$ cat src/rtl/lsu_pkg.sv
// Shared encodings for the load/store unit data-memory interface.
// Access sizes, FSM state constants and byte-strobe bases.
package lsu_pkg;

    localparam logic [1:0] SZ_B    = 2'b00;
    localparam logic [1:0] SZ_H    = 2'b01;
    localparam logic [1:0] SZ_W    = 2'b10;
    localparam logic [1:0] SZ_RSVD = 2'b11;

    typedef logic [1:0] lsu_state_t;

    localparam lsu_state_t ST_IDLE   = 2'd0;
    localparam lsu_state_t ST_WAIT   = 2'd1;
    localparam lsu_state_t ST_ACCESS = 2'd2;
    localparam lsu_state_t ST_RESP   = 2'd3;

    localparam logic [3:0] STRB_B = 4'b0001;
    localparam logic [3:0] STRB_H = 4'b0011;
    localparam logic [3:0] STRB_W = 4'b1111;

endpackage

$ cat src/rtl/lsu_align.sv
// Combinational lane logic: store replication/strobes and misalign detect on the
// incoming request, load extraction/extension on the captured op.
module lsu_align
    import lsu_pkg::*;
(
    input  logic [1:0]  i_req_size,
    input  logic [1:0]  i_req_off,
    input  logic [31:0] i_req_wdata,
    input  logic [1:0]  i_ld_size,
    input  logic [1:0]  i_ld_off,
    input  logic        i_ld_unsigned,
    input  logic [31:0] i_ld_rdata,
    output logic        o_misalign,
    output logic [31:0] o_st_wdata,
    output logic [3:0]  o_st_wstrb,
    output logic [31:0] o_ld_data
);

    logic [15:0] w_ld_half;
    logic [7:0]  w_ld_byte;

    assign w_ld_half = i_ld_off[1] ? i_ld_rdata[31:16] : i_ld_rdata[15:0];
    assign w_ld_byte = i_ld_off[0] ? w_ld_half[15:8] : w_ld_half[7:0];

    always_comb begin
        o_misalign = 1'b0;
        o_st_wdata = i_req_wdata;
        o_st_wstrb = STRB_W;
        case (i_req_size)
            SZ_B: begin
                o_st_wdata = {4{i_req_wdata[7:0]}};
                o_st_wstrb = STRB_B << i_req_off;
            end
            SZ_H: begin
                o_misalign = i_req_off[0];
                o_st_wdata = {2{i_req_wdata[15:0]}};
                o_st_wstrb = STRB_H << i_req_off;
            end
            SZ_W:    o_misalign = (i_req_off != 2'b00);
            default: o_misalign = 1'b1;
        endcase
    end

    always_comb begin
        o_ld_data = i_ld_rdata;
        case (i_ld_size)
            SZ_B:    o_ld_data = {{24{~i_ld_unsigned & w_ld_byte[7]}}, w_ld_byte};
            SZ_H:    o_ld_data = {{16{~i_ld_unsigned & w_ld_half[15]}}, w_ld_half};
            default: o_ld_data = i_ld_rdata;
        endcase
    end

endmodule

$ cat src/rtl/lsu_dmem_if.sv
// Single-outstanding load/store initiator for the data-memory port: accept, optional
// latency wait, one registered access, then hold the response until consumed.
module lsu_dmem_if
    import lsu_pkg::*;
#(
    parameter int unsigned WAIT_CYCLES = 0
) (
    input  logic        clk,
    input  logic        rst,
    input  logic        req_valid,
    output logic        req_ready,
    input  logic        req_wr,
    input  logic [1:0]  req_size,
    input  logic        req_unsigned,
    input  logic [31:0] req_addr,
    input  logic [31:0] req_wdata,
    output logic        resp_valid,
    input  logic        resp_ready,
    output logic [31:0] resp_rdata,
    output logic        resp_misalign,
    output logic        mem_en,
    output logic        mem_wr,
    output logic [31:0] mem_addr,
    output logic [31:0] mem_wdata,
    output logic [3:0]  mem_wstrb,
    input  logic [31:0] mem_rdata
);

    localparam logic [3:0] WAIT_INIT = (WAIT_CYCLES > 0) ? 4'(WAIT_CYCLES - 1) : 4'd0;

    lsu_state_t  r_state;
    logic [3:0]  r_cnt;
    logic        r_wr;
    logic [1:0]  r_size;
    logic        r_unsigned;
    logic [1:0]  r_off;
    logic [31:0] r_addr;
    logic [31:0] r_wdata;
    logic [3:0]  r_wstrb;
    logic [31:0] r_rdata;
    logic        r_misalign;

    logic        w_misalign;
    logic [31:0] w_st_wdata;
    logic [3:0]  w_st_wstrb;
    logic [31:0] w_ld_data;

    lsu_align u_align (
        .i_req_size    (req_size),
        .i_req_off     (req_addr[1:0]),
        .i_req_wdata   (req_wdata),
        .i_ld_size     (r_size),
        .i_ld_off      (r_off),
        .i_ld_unsigned (r_unsigned),
        .i_ld_rdata    (mem_rdata),
        .o_misalign    (w_misalign),
        .o_st_wdata    (w_st_wdata),
        .o_st_wstrb    (w_st_wstrb),
        .o_ld_data     (w_ld_data)
    );

    always_ff @(posedge clk or posedge rst) begin
        if (rst) begin
            r_state    <= ST_IDLE;
            r_cnt      <= 4'd0;
            r_wr       <= 1'b0;
            r_size     <= SZ_B;
            r_unsigned <= 1'b0;
            r_off      <= 2'b00;
            r_addr     <= 32'd0;
            r_wdata    <= 32'd0;
            r_wstrb    <= 4'd0;
            r_rdata    <= 32'd0;
            r_misalign <= 1'b0;
        end else begin
            case (r_state)
                ST_IDLE: begin
                    if (req_valid) begin
                        r_wr       <= req_wr;
                        r_size     <= req_size;
                        r_unsigned <= req_unsigned;
                        r_off      <= req_addr[1:0];
                        r_misalign <= w_misalign;
                        r_rdata    <= 32'd0;
                        if (w_misalign) begin
                            r_state <= ST_RESP;
                        end else begin
                            r_addr  <= {req_addr[31:2], 2'b00};
                            r_wdata <= w_st_wdata;
                            r_wstrb <= w_st_wstrb;
                            r_cnt   <= WAIT_INIT;
                            r_state <= (WAIT_CYCLES > 0) ? ST_WAIT : ST_ACCESS;
                        end
                    end
                end
                ST_WAIT: begin
                    if (r_cnt == 4'd0) begin
                        r_state <= ST_ACCESS;
                    end else begin
                        r_cnt <= r_cnt - 4'd1;
                    end
                end
                ST_ACCESS: begin
                    r_rdata <= r_wr ? 32'd0 : w_ld_data;
                    r_state <= ST_RESP;
                end
                default: begin
                    if (resp_ready) begin
                        r_state <= ST_IDLE;
                    end
                end
            endcase
        end
    end

    // Strobe/enable derive from the state register so memory sees exactly one access.
    assign mem_en        = (r_state == ST_ACCESS);
    assign mem_wr        = mem_en & r_wr;
    assign mem_addr      = r_addr;
    assign mem_wdata     = r_wdata;
    assign mem_wstrb     = r_wstrb;
    assign req_ready     = (r_state == ST_IDLE);
    assign resp_valid    = (r_state == ST_RESP);
    assign resp_rdata    = r_rdata;
    assign resp_misalign = r_misalign;

endmodule

$ cat config.mk
export PLATFORM = sky130hd
export DESIGN_NAME = lsu_dmem_if
export DESIGN_NICKNAME = d
export VERILOG_FILES = /design/src/rtl/lsu_pkg.sv /design/src/rtl/lsu_align.sv /design/src/rtl/lsu_dmem_if.sv
export SDC_FILE = /design/constraint.sdc
export NUM_CORES = 1
export LEC_CHECK = 0
export BUFFER_PORTS_ARGS = -buffer_cell sky130_fd_sc_hd__clkbuf_2
export CAP_MARGIN = 5
export CORE_ASPECT_RATIO = 0.7
export CORE_MARGIN = 4
export CORE_UTILIZATION = 53
export DETAILED_ROUTE_END_ITERATION = 8
export PLACE_DENSITY = 0.86
export SLEW_MARGIN = 10
export SYNTH_ARGS = -nofsm -noshare
export SYNTH_HDL_FRONTEND = slang
export SYNTH_SLANG_ARGS = --single-unit
export TNS_END_PERCENT = 20
$ cat constraint.sdc
create_clock -name clk -period 8.4 [get_ports clk]
set_input_delay 0.42 -clock clk [delete_from_list [all_inputs] [get_ports clk]]
set_output_delay 0.42 -clock clk [all_outputs]
set_load 0.02 [all_outputs]
### Yosys cells after proc, flatten, opt, wreduce, memory -nomap -nowiden

Index checks and enable logic that the tools add are counted.

* bits in registers: 111
* bits in latches: 0
* RAM bits: 0
* memory bits (read-only): 0
* output and inout bits: 105
* logic and storage cells: 60
* memories kept: 0

* add/sub/neg operators: 1
* $mul: 0
* div/mod/pow operators: 0
* $lt $le $gt $ge: 0
* equality and inequality tests: 10
* shift operators: 2
* multiplexer cells: 18
* bitwise logic cells: 5
* reduce and logical (&&, ||, !) cells: 13

Operators by type and width (number)
* one-hot mux 32 bit (2 select lines): 3
* two-way mux 32 bit: 2
* two-way mux 16 bit: 1
* one-hot mux 4 bit (2 select lines): 2
* two-way mux 4 bit: 3
* two-way mux 8 bit: 1
* != test 2 bit, second input constant: 4
* == test 2 x 1 -> 1 bit, second input constant: 3
* == test 2 bit, second input constant: 3
* logical NOT 2 bit: 3
* two-way mux 2 bit: 3
* one-hot mux 2 bit (3 select lines): 1
* AND reduction 3 bit: 2
* nonzero test 2 bit: 3
* logical NOT 4 bit: 1
* AND reduction 2 bit: 2
* AND reduction 4 bit: 1
* nonzero test 4 bit: 1
* left shift 1 x 2 -> 4 bit, first input constant: 1
* left shift 2 x 2 -> 4 bit, first input constant: 1
* subtractor 4 x 1 -> 4 bit, second input constant: 1
* bitwise AND 1 bit: 3
* one-hot mux 1 bit (3 select lines): 1
* NOT 1 bit: 2
* two-way mux 1 bit: 1

### Longest topological paths before layout

Gate-level depths: netlist (run 1).

* word-level depth: 6
* gate-level depth with buffers: 10

### By module

Synthesis (run 1) repeated with hierarchy kept, for this count alone.

* cells, all modules: 516
* area total of the unflattened synthesis: 5769.3 um^2

Modules (own cells, without submodules)
* lsu_dmem_if: times used 1, cells each 342, area an instance 4616.9 um^2, seq. area each 2777.7 um^2
* lsu_align: times used 1, cells each 174, area an instance 1152.4 um^2, seq. area each 0.0 um^2

### Worst setup path after synthesis (run 1)

Ideal clock, no wire load.

* kind: register to register
* from: reg r_state[0]
* to: reg r_rdata[20] (netlist: resp_rdata[20])
* setup time: 0.064 ns
* arrival time: 1.983 ns
* required time: 8.336 ns
* slack: 6.353 ns
* stages on the path, launching flop included: 9
* buffers on the path: 2
* clock period less this slack: 2.047 ns
* cell sequence: dfrtp_1 -> inv_1 -> ha_1 -> buf_2 -> nand2b_1 -> nand3b_1 -> nor2_1 -> clkbuf_1 -> a221o_2

* longest elaborated chain between the ends: 3

RTL lines
* from (decl): RTL line lsu_dmem_if.sv:31 `lsu_state_t r_state;`
* from (signal assigned): RTL line lsu_dmem_if.sv:92 `r_state <= (WAIT_CYCLES > 0) ? ST_WAIT : ST_ACCESS;`
* logical NOT 2 bit (*)
* named net req_ready: RTL line lsu_dmem_if.sv:11 `output logic req_ready,`
* != test 2 bit (no source line) / nonzero test 2 bit (equally long branches)
* AND reduction 2 bit (no source line)
* to (signal assigned): RTL line lsu_dmem_if.sv:104 `r_rdata <= r_wr ? 32'd0 : w_ld_data;`
* to (decl): RTL line lsu_dmem_if.sv:40 `logic [31:0] r_rdata;`

The timed path passes the listed nets; every way through them passes the cells marked *.
A chain may end at the register's enable or synchronous reset.

### Worst setup path after layout (run 1)

* from: reg r_state[1]
* to: reg r_cnt[0]

* longest elaborated chain between the ends: 3

RTL lines
* == test 2 x 1 -> 1 bit / logical NOT 2 bit (equally long branches): RTL line lsu_dmem_if.sv:76 `case (r_state)`
* != test 2 bit (no source line) / nonzero test 2 bit (equally long branches)
* AND reduction 4 bit (no source line)
* to (signal assigned): RTL line lsu_dmem_if.sv:100 `r_cnt <= r_cnt - 4'd1;`
* to (decl): RTL line lsu_dmem_if.sv:32 `logic [3:0] r_cnt;`

Several ways; a longest one is shown, not always the timed one.

==> results of run 1 <==
==> routing by layer <==
layer  track usage (%)  wire length (um)
met5                 0                 0
met4             6.786               250
met3             5.703              1101
met2             40.93              7224
met1             33.84              6085
==> area by class of cell <==
cell class / instances / area (um2)
fillers: 749 / 3037
flip-flops and latches: 111 / 2778
multi-input cells: 389 / 2266
repair buffers: 210 / 1061
clock buffers: 9 / 225.2
well taps: 128 / 160.2
clock inverters: 7 / 83.83
inverters: 9 / 36.28
==> synthesized netlist by cell type (6+ instances only) <==
cell      instances
a21oi_1          25
a221o_1           7
a221o_2          10
buf_2             7
clkbuf_1         24
dfrtp_1         111
ha_1              7
inv_1             8
mux2_2           10
mux2i_1          34
nand2_1         175
nor2_1           17
nor2b_1           8
o21ai_0          47
o221ai_1          6
or3_1             7
==> worst min path at each step <==
| stage | start | endpoint | slack (ps) |
|---|---|---|---|
| after floorplan | r_cnt[3] | r_cnt[3] | 480 |
| after global placement | resp_rdata[11] | resp_rdata[11] | 450 |
| final | rst | resp_rdata[25] | 110 |
| after CTS | rst | resp_rdata[25] | 130 |
| after global routing | rst | resp_rdata[22] | 160 |
| after detailed placement | mem_wdata[5] | mem_wdata[5] | 460 |
==> flip-flops by register name, indices dropped and copies added, names as in the netlist <==
| name | cells |
|---|---|
| r_state | 2 |
| r_wr | 1 |
| mem_wstrb | 4 |
| mem_addr | 30 |
| resp_rdata | 32 |
| r_cnt | 4 |
| r_size | 2 |
| resp_misalign | 1 |
| r_off | 2 |
| mem_wdata | 32 |
| r_unsigned | 1 |
==> cells by family after synthesis <==
| kind of cell | share of synthesized area, % |
|---|---|
| AOI/OAI and AO/OA | 14.18 |
| xor gates and xnor gates | 0.1677 |
| adders and majority gates | 1.677 |
| buffers and inverters | 3.832 |
| DFF | 53.17 |
| muxes | 9.102 |
| other | 0.07179 |
| and+or+nand+nor | 17.80 |
==> power breakdown <==
part           switching [mW]  internal, mW  total, mW
sequential              0.175         0.763      0.939
combinational           0.714         0.408       1.12
clock                   0.207         0.239      0.445
==> through the flow <==
| step | power, mW | instances | hold WS (ps) |
|---|---|---|---|
| 2_1_floorplan | 1.669 | 545 | 477.3 |
| 3_5_place_dp | 2.067 | 847 | 460.9 |
| 5_1_grt | 2.667 | 863 | 158.6 |
| 4_1_cts | 2.514 | 863 | 127.2 |
| 3_3_place_gp | 2.008 | 847 | 452.2 |
| 6_report | 2.507 | 863 | 113.9 |
==> impl_metrics.py, run 1 <==
metrics = {
    "cells_and_area": {
        "fin_util_pct": 68.52,
        "syn_to_final_growth_pct": 26.54,
        "nets": 841,
        "antennaDiodeCount": 0,
        "final_area_um2": 6610,
        "layout.cells.most_common_list": "206 x clkbuf_2, 175 x nand2_1, 111 x dfrtp_1",
        "final_common_cell": "clkbuf_2",
        "layout-drive-gt1-share_pct": 34.56,
    },
    "worst_setup_path": {
        "cpPeakStageDelay_ps": 920,
        "r2r-start": "r_state[1]",
        "critPathLaunchType": "register",
        "r2r-end": "r_cnt[0]",
        "critPathArrivalTime_ps": 3240,
        "r2r_slack_ps": 5390,
        "rr_worst_depth": 6,
        "required_ps": 8630,
        "cp_cell_sequence": "inv_1 > ha_1 > nand2_1 > a21oi_4 > o22ai_1 > mux2_2",
        "crit_path_end_kind": "register",
        "critical_path.top_delay_family": "compound AO/OA/AOI/OAI gates",
        "crit_cells": 6,
        "cp_slowest_cell": "a21oi_4",
        "crit_start": "r_state[1]",
        "crit_buf_inv": 1,
        "crit_type": "reg2reg",
        "cp_max_fo": 40,
        "worstSetupEndpoint": "r_cnt[0]",
    },
    "logic_synthesis": {
        "synth-edff-count": 0,
        "synth-async-reset-ratio_pct": 100.0,
        "synth_area_leader_cell": "dfrtp_1",
        "synth_area_per_cell_um2": 9.603,
        "ys_types": 43,
        "synth_area_leaders": "dfrtp_1 53%, nand2_1 13%, mux2i_1 6.5%",
        "synth_cells": 544,
        "synth_seq_cells": 111,
        "ys.flop_type": "dfrtp_1",
        "synth_top_area_share_pct": 53.17,
        "ys_warn_count": 0,
        "netlist_area_um2": 5224,
        "ys_seq_area_share_pct": 53.17,
    },
    "min_path": {
        "hp-class": "in2async",
    },
    "cts": {
        "cts_setup_buffers": 0,
        "cts_root_buffer": "clkbuf_16",
        "ctsLongestPathBuffers": 2,
        "cts_tree": "built",
        "clock_latency_ps": 340,
        "cts_buffers": 9,
        "cts_sinks": 111,
        "ctsHoldBuffers": 0,
        "cts_resized": 0,
        "clk_pin_slew_worst_paths_ps": 80,
        "cts_max_level": 3,
    },
    "floorplan": {
        "ios": 209,
        "rows": 30,
        "die_w_um": 126.7,
        "start_util_pct": 54.15,
        "core_region_area_um2": 9647,
        "die_h_um": 91.06,
        "die_area_um2": 11530,
    },
    "grt": {
        "grt_usage_pct": 25.04,
        "antenna_found_initial": 0,
        "grt_pass1_wl_um": 23650,
        "grt_pass1_vias": 4780,
        "grt_max_degree": 89,
        "overflow": 0,
    },
    "sta": {
        "worst_slew_pin_slew_ps": 1177,
        "fmax_ghz": 0.3319,
        "rsz0062_at_grt": "false",
        "period_needed_ps": 3013,
        "fin_tns_setup_ps": 0,
        "relSlewSlack_pct": 21.25,
        "worst_slack_ps": 5387,
        "setup_viol": 0,
        "period_share_pct": 35.87,
        "fin_skew_ps": 9.039,
        "finalMaxSlewViolations": 0,
        "hold_viol": 0,
    },
    "detailed_routing": {
        "drt-wirelength-per-cell_um": 16.99,
        "postRouteAntennaNets": 0,
        "vias_per_cell": 5.520,
        "via_count": 4764,
        "drcViolationCount": 0,
        "drt-pass1-iter-count": 5,
        "wl_um": 14660,
        "drt_iter0_drc": 348,
    },
    "flow_run": {
        "drv_cap": 0,
    },
    "placed_design": {
        "placed_cell_area_um2": 6301,
        "gp_congestion": 0.8538,
        "dp_hpwl_um": 10850,
        "dp_worst_setup_slack_ps": 5344,
        "io_buffers": 206,
    },
    "pwr": {
        "peakVddDrop_uv": 194.1,
        "power_density_nw_per_um2": 379.2,
        "p_leak_nw": 3.533,
    },
    "run_status": {
        "status": "complete, no violations",
    },
}
(Power assumes the default switching activity.)
==> inputs of run 2 (changes only) <==
--- a/config.mk
+++ b/config.mk
@@ -9,9 +9,9 @@
 export CAP_MARGIN = 5
 export CORE_ASPECT_RATIO = 0.7
 export CORE_MARGIN = 4
-export CORE_UTILIZATION = 53
+export CORE_UTILIZATION = 44
 export DETAILED_ROUTE_END_ITERATION = 8
-export PLACE_DENSITY = 0.86
+export PLACE_DENSITY = 0.77
 export SLEW_MARGIN = 10
 export SYNTH_ARGS = -nofsm -noshare
 export SYNTH_HDL_FRONTEND = slang
==> constraint.sdc (replaced) <==
create_clock -name clk -period 2.71 [get_ports clk]
set_input_delay 0.1355 -clock clk [delete_from_list [all_inputs] [get_ports clk]]
set_output_delay 0.1355 -clock clk [all_outputs]
set_load 0.02 [all_outputs]
==> impl_metrics.py, run 2 (synthesis gave the netlist of run 1 again) <==
metrics = {
    "placed_design": {
        "io_buffers": 206,
        "gp_congestion": 0.8816,
        "dp_worst_setup_slack_ps": 399.0,
        "dp_hpwl_um": 11110,
        "dp_cells": 879,
        "placed_cell_area_um2": 6399,
    },
    "sta": {
        "worst_slew_pin_slew_ps": 950.8,
        "worst_slack_ps": 350.5,
        "setup_viol": 0,
        "fin_tns_setup_ps": 0,
        "period_needed_ps": 2360,
        "fmax_ghz": 0.4238,
        "finalMaxSlewViolations": 0,
        "hold_viol": 0,
        "period_share_pct": 87.07,
        "rsz0062_at_grt": "false",
        "relSlewSlack_pct": 36.38,
        "fin_skew_ps": 6.246,
        "hold_ws_ps": 30.61,
    },
    "cells_and_area": {
        "final_common_cell": "clkbuf_2",
        "layout-drive-gt1-share_pct": 33.51,
        "syn_to_final_growth_pct": 33.72,
        "layout.cells.most_common_list": "206 x clkbuf_2, 175 x nand2_1, 111 x dfrtp_1",
        "fin_util_pct": 61.87,
        "antennaDiodeCount": 0,
        "nets": 879,
        "nFillCells": 997,
        "final_area_um2": 6985,
        "final-instance-count-excl-fill": 926,
    },
    "grt": {
        "grt_max_degree": 112,
        "overflow": 0,
        "antenna_found_initial": 0,
        "grt_pass1_vias": 4971,
        "grt_usage_pct": 22.85,
        "grt_pass1_wl_um": 25630,
    },
    "min_path": {
        "hold_start": "req_wr",
        "holdPathEnd": "r_wr",
        "hold_path_depth": 2,
        "hp-class": "in2reg",
    },
    "pwr": {
        "p_leak_nw": 3.676,
        "p_total_mw": 7.728,
        "power_density_nw_per_um2": 1106,
        "peakVddDrop_uv": 509.3,
    },
    "floorplan": {
        "ios": 209,
        "start_util_pct": 46.27,
        "core_region_area_um2": 11290,
        "die_area_um2": 13710,
        "rows": 32,
        "die_w_um": 138.2,
        "die_h_um": 99.16,
    },
    "cts": {
        "clk_pin_slew_worst_paths_ps": 70,
        "ctsLongestPathBuffers": 2,
        "cts_max_level": 3,
        "cts_setup_buffers": 0,
        "clock_latency_ps": 340,
        "cts_sinks": 111,
        "cts_tree": "built",
        "cts_root_buffer": "clkbuf_16",
        "cts_buffers": 9,
    },
    "worst_setup_path": {
        "crit_cells": 6,
        "crit_buf_inv": 2,
        "r2r_slack_ps": 350,
        "critical_path.top_delay_family": "buffers and inverters",
        "cp_cell_sequence": "inv_1 > ha_1 > nand2_1 > a21o_2 > buf_4 > o21ai_0",
        "critPathLaunchType": "register",
        "rr_worst_depth": 6,
        "crit_type": "reg2reg",
        "r2r-end": "mem_wdata[14]",
        "cp_slowest_cell": "buf_4",
        "required_ps": 2880,
        "cp_max_fo": 88,
        "crit_path_end_kind": "register",
        "r2r-start": "r_state[0]",
        "critPathArrivalTime_ps": 2530,
        "cpPeakStageDelay_ps": 580,
    },
    "detailed_routing": {
        "drt-pass1-iter-count": 5,
        "drt-wirelength-per-cell_um": 16.92,
        "via_count": 4880,
        "wl_met2_um": 7460,
        "drcViolationCount": 0,
        "drt_iter0_drc": 444,
        "top_layer": "met4",
        "wirelength_met1_um": 6799,
        "wl_met3_um": 904,
        "postRouteAntennaNets": 0,
        "vias_per_cell": 5.270,
        "wl_um": 15670,
    },
    "flow_run": {
        "drv_cap": 0,
    },
    "run_status": {
        "status": "complete, no violations",
    },
}
## run 2: worst max-delay path by stage
stage,startpoint,to
floorplan,r_state[0],resp_rdata[20]
global placement,r_state[0],resp_rdata[17]
detailed placement,r_state[0],mem_wdata[20]
CTS,r_state[0],mem_wdata[14]
global route,r_state[0],mem_wdata[14]
finish,r_state[0],mem_wdata[14]
## run 2: layout make-up
| class | count | area [um2] | share of cell area, % |
|---|---|---|---|
| well taps | 153 | 191.4 | 2.740 |
| flip-flops and latches | 111 | 2778 | 39.76 |
| multi-input cells | 389 | 2266 | 32.44 |
| inverters | 9 | 37.54 | 0.5373 |
| clock inverters | 4 | 30.03 | 0.4299 |
| repair buffers | 248 | 1436 | 20.56 |
| clock buffers | 12 | 246.5 | 3.529 |
## run 2: report_power, final
group	internal [mW]	switching, mW
Sequential	2.37	0.525
Combinational	1.33	2.26
Clock	0.654	0.590
Total	4.35	3.38
## run 2: what timing repair did
action                    in CTS  in global routing
hold endpoints to repair      94                  1
hold buffers                  30                  1
resized for setup              0                  0
## run 2: routing by layer
metal / GRT usage, % / up-vias
li1: - / 2310
met1: 30.85 / 2340
met2: 36.69 / 193
met3: 5.238 / 37
met4: 8.049 / 0
met5: 0 / -
